### src/rtl/bin2oht_pipe.sv
// bin2oht_pipe: two-stage back-pressured binary to one-hot/thermometer decoder
// ports: i_vld/i_rdy/i_bin/i_thr carry the input beat (i_thr=1 selects thermometer),
//        o_vld/o_rdy/o_oht/o_err carry the decoded beat (o_err flags i_bin >= WIDTH)
module bin2oht_pipe #(
  parameter int WIDTH = 32,
  parameter int SPLIT = $clog2(WIDTH) / 2
) (
  input  logic                     clk,
  input  logic                     rst,
  input  logic                     i_vld,
  output logic                     i_rdy,
  input  logic [$clog2(WIDTH)-1:0] i_bin,
  input  logic                     i_thr,
  output logic                     o_vld,
  input  logic                     o_rdy,
  output logic [WIDTH-1:0]         o_oht,
  output logic                     o_err
);
  localparam int WIDTH_LOG = $clog2(WIDTH);
  localparam int GRP = 2 ** SPLIT;
  localparam int NG = (WIDTH + GRP - 1) / GRP;
  if (WIDTH < 2 || SPLIT < 1 || SPLIT > WIDTH_LOG - 1) begin : g_bad_param
    $fatal(1, "bin2oht_pipe: illegal WIDTH/SPLIT");
  end
  logic s1_vld_q, s1_vld_d, thr_q, thr_d, err_q, err_d;
  logic o_vld_q, o_vld_d, o_err_q, o_err_d;
  logic [GRP-1:0] lo_oht_q, lo_oht_d, lo_thr_q, lo_thr_d;
  logic [NG-1:0] hi_oht_q, hi_oht_d, hi_below_q, hi_below_d;
  logic [WIDTH-1:0] oht_n, o_oht_q, o_oht_d;
  logic [SPLIT-1:0] lo;
  logic [WIDTH_LOG-SPLIT-1:0] hi;
  logic s2_adv, accept, load2;
  // only groups holding real output bits are kept; a hi index past them is already an error
  for (genvar i = 0; i < WIDTH; i++) begin : g_bit
    assign oht_n[i] = thr_q ? hi_below_q[i/GRP] | (hi_oht_q[i/GRP] & lo_thr_q[i%GRP])
                            : hi_oht_q[i/GRP] & lo_oht_q[i%GRP];
  end
  always_comb begin
    lo = i_bin[SPLIT-1:0];
    hi = i_bin[WIDTH_LOG-1:SPLIT];
    s2_adv = !o_vld_q || o_rdy;
    i_rdy = !rst && (!s1_vld_q || s2_adv);
    accept = i_vld && i_rdy;
    load2 = s2_adv && s1_vld_q;
    s1_vld_d = i_rdy ? i_vld : s1_vld_q;
    lo_oht_d = accept ? GRP'(1) << lo : lo_oht_q;
    // (2<<lo)-1 wraps to all ones for the top lo value
    lo_thr_d = accept ? (GRP'(2) << lo) - GRP'(1) : lo_thr_q;
    hi_oht_d = accept ? NG'(1) << hi : hi_oht_q;
    hi_below_d = accept ? (NG'(1) << hi) - NG'(1) : hi_below_q;
    thr_d = accept ? i_thr : thr_q;
    err_d = accept ? int'(i_bin) >= WIDTH : err_q;
    o_vld_d = s2_adv ? s1_vld_q : o_vld_q;
    o_oht_d = load2 ? (err_q ? '0 : oht_n) : o_oht_q;
    o_err_d = load2 ? err_q : o_err_q;
  end
  always_ff @(posedge clk) begin
    if (rst) begin
      s1_vld_q <= 1'b0;
      lo_oht_q <= '0;
      lo_thr_q <= '0;
      hi_oht_q <= '0;
      hi_below_q <= '0;
      thr_q <= 1'b0;
      err_q <= 1'b0;
      o_vld_q <= 1'b0;
      o_oht_q <= '0;
      o_err_q <= 1'b0;
    end else begin
      s1_vld_q <= s1_vld_d;
      lo_oht_q <= lo_oht_d;
      lo_thr_q <= lo_thr_d;
      hi_oht_q <= hi_oht_d;
      hi_below_q <= hi_below_d;
      thr_q <= thr_d;
      err_q <= err_d;
      o_vld_q <= o_vld_d;
      o_oht_q <= o_oht_d;
      o_err_q <= o_err_d;
    end
  end
  assign o_vld = o_vld_q;
  assign o_oht = o_oht_q;
  assign o_err = o_err_q;
endmodule

### config.mk
export PLATFORM = sky130hd
export DESIGN_NAME = bin2oht_pipe
export DESIGN_NICKNAME = d
export VERILOG_FILES = /design/src/rtl/bin2oht_pipe.sv
export SDC_FILE = /design/constraint.sdc
export NUM_CORES = 1
export LEC_CHECK = 0
export ABC_CLOCK_PERIOD_IN_PS = 1570
export CORE_AREA = 4 4 83 85
export DETAILED_ROUTE_END_ITERATION = 8
export DIE_AREA = 0 0 87 89
export REMOVE_ABC_BUFFERS = 1
export SYNTH_ARGS = -nofsm -noshare
export SYNTH_HDL_FRONTEND = slang
export SYNTH_SLANG_ARGS = --single-unit
### constraint.sdc
create_clock -name clk -period 1.57 [get_ports clk]
set_input_delay 0.314 -clock clk [delete_from_list [all_inputs] [get_ports clk]]
set_output_delay 0.314 -clock clk [all_outputs]
set_load 0.02 [all_outputs]
==> run_results.csv <==
group,metric,value,unit
clock_network,insertion_delay,0.34,ns
run_status,status,"complete, no violations",
sta,grt_setup_unrepaired,"false",
setup_path,cp.arrival,1.70,ns
finish,fin_cells,402,
worst_hold_path,hold_path_class,"reg2reg",
floorplan,io_pins,45,
clock_network,path_clk_slew,0.06,ns
route,finalWirelength,6.00,mm
global_routing,grt_pass1_wl,9.74,mm
logic_synthesis,synth_top_area_share,48.9,%
power,vdd_drop_max,0.000625,V
sta,tightestPinTransition,0.523,ns
clock_network,cts_buffers,9,
route,ant_nets,0,
clock_network,cts_sinks,58,
logic_synthesis,synth_ff_type,"dfxtp_1",
sta,hold_violations,0,
route,drc_errors,0,
route,firstDrtPassIters,4,
floorplan,start_util,38.3,%
setup_path,reg2reg_depth,5,
sta,hold-worst-slack,0.457,ns
floorplan,dieWidth,87,microns
logic_synthesis,ys_warn_count,0,
placement,hpwl,3.83,mm
floorplan,die_area,7740,sq um
flow_run,maxCapViolCount,0,
finish,fill_cells,627,
clock_network,cts_tree,"built",
finish,area_growth,33.1,%
logic_synthesis,seq_area_frac_synth,48.9,%
sta,final.period_utilization,93.9,%
global_routing,antenna_found_initial,0,
global_routing,grt_max_degree,36,
logic_synthesis,synth.avg_cell_area,9.28,sq um
floorplan,die_h,89,microns
route,routed_via_density,5.14,
sta,min_period,1.47,ns
global_routing,grt_pass1_vias,1966,
clock_network,cts.path.max_buffers,2,
clock_network,h-tree-depth,3,
finish,final_layout_size_suffix_gt1_share,18.2,%
placement,placedCellCount,385,
power,p_leak,1.34,nW
clock_network,cts-root-buf,"clkbuf_8",
logic_synthesis,async_flop_share,0,%
route,drt_iter0_markers,116,
placement,gp_congestion,0.851,
logic_synthesis,synthTopCellsByArea,"dfxtp_1, a221oi_1, nand2_1",
route,wl_per_cell,14.9,microns
sta,slew_violations,0,
finish,diodes,0,
clock_network,post_cts_buffers,0,
route,vias,2067,
logic_synthesis,yosysMostFrequentCell,"dfxtp_1",
floorplan,rows,29,
sta,clock-skew-final,0.00619,ns
setup_path,startpoint_type,"input port",
logic_synthesis,synth_edf_count,0,
finish,final_nets,330,
logic_synthesis,synth_cells,256,
logic_synthesis,syn-cell-area,2370,sq um
logic_synthesis,ys_ff_latch,58,
global_routing,overflow,0,
setup_path,required,1.80,ns
logic_synthesis,synth_cell_types,34,
setup_path,path_max_fanout,7,
setup_path,critPathKind,"in2reg",
setup_path,end_kind,"register",
logic_synthesis,synth_top_cell_by_area,"dfxtp_1",
floorplan,core_area,6200,sq um
sta,setup_viol,0,
sta,fmax,678,MHz
global_routing,grt_use_total,16.4,%
sta,slew_headroom,65.1,%
worst_hold_path,hold_depth,1,
power,power_density,1030,nW/um^2
placement,io_buffers,43,
logic_synthesis,synth_common_cells,"dfxtp_1, nand2_1, inv_1, a221oi_1, o211ai_1",
worst max-delay path, cell delays in order:
cell             delay [ns]
clkdlybuf4s50_1        0.58
and2b_2                0.30
buf_4                  0.15
and3_1                 0.15
a31o_2                 0.20
power breakdown:
part | leakage (nW) | internal (mW) | switching, mW
Clock | 0.0872 | 0.609 | 0.559
Combinational | 0.781 | 0.204 | 0.270
Sequential | 0.476 | 1.56 | 0.0495
Total | 1.34 | 2.37 | 0.879
cells in the final DEF, fill, tap and decap left out, types with 2 or more instances in the layout:
master | Yosys | layout
nor3_1 | 2 | 2
o211ai_1 | 15 | 15
dfxtp_1 | 58 | 58
a221oi_2 | 3 | 3
a21oi_1 | 2 | 2
clkinv_2 | 0 | 3
and3_1 | 5 | 5
nand2b_4 | 1 | 2
a211oi_1 | 8 | 8
o21ai_0 | 9 | 9
clkdlybuf4s50_1 | 0 | 8
a31o_2 | 6 | 6
inv_1 | 36 | 36
o31ai_1 | 2 | 2
nand2_1 | 38 | 38
a221oi_1 | 29 | 29
o41ai_1 | 3 | 2
buf_4 | 2 | 27
dlygate4sd2_1 | 0 | 33
nor2_1 | 5 | 5
mux2_2 | 3 | 3
clkbuf_1 | 7 | 3
and4b_1 | 2 | 2
clkbuf_8 | 0 | 10
worst paths after layout:
path,start,slack (ns),endpoint
max,rst,0.1,lo_oht_q[0]
min,lo_thr_q[0],0.46,lo_thr_q[0]
max reg2reg,o_vld,0.17,o_oht[14]
min reg2reg,lo_thr_q[0],0.46,lo_thr_q[0]
logic make-up after synthesis:
kind of cell	count (synthesis)	share of synthesized area (%)
buffers and inverters	56	10.7
AOI/OAI and AO/OA	79	26.8
DFF	58	48.9
muxes	3	1.42
other	1	0.158
and+or+nand+nor	59	12.0
stage by stage:
stage	setup WS [ns]	power [mW]	utilization [%]	instance area (sq um)	TNS (ns)
after floorplan	0.0151	1.87	-	2260	0
after global placement	-0.409	2.14	48.5	3010	-16.92
after detailed placement	-0.405	2.15	48.5	3010	-18.08
after CTS	0.0171	3.27	50.5	3130	0
after global routing	0.0333	3.41	51.0	3160	0
final	0.0961	3.25	51.0	3160	0
metal layers:
metal	share of wire, %	up-vias	track usage, %
met5	0	-	0
met2	45	55	26.6
met1	46	952	20.5
met3	6.3	13	3.50
met4	2.8	0	8.78
li1	-	1047	-
state kept, by name, summed over array words and instances, names as in the netlist:
register    count
o_oht          32
hi_below_q      8
hi_oht_q        8
lo_oht_q        4
lo_thr_q        3
o_vld           1
s1_vld_q        1
thr_q           1
layout make-up:
class                      instances  area (sq um)  area share, %
inverter                          37           139           4.39
timing repair buffer              71           619           19.6
multi-input combinational        143           982           31.1
clock buffer                      13           149           4.71
clock inverter                     3          15.0          0.475
sequential                        58          1160           36.7
tap                               77          96.3           3.05
what timing repair did:
action | CTS | global route
gates resized for setup | 38 | 6
endpoints found under the hold margin | 0 | 0
setup endpoints to repair | 41 | 32
pin swaps | 0 | 1
hold buffers | 0 | 0
gates cloned | 0 | 1
(Power assumes the default switching activity.)
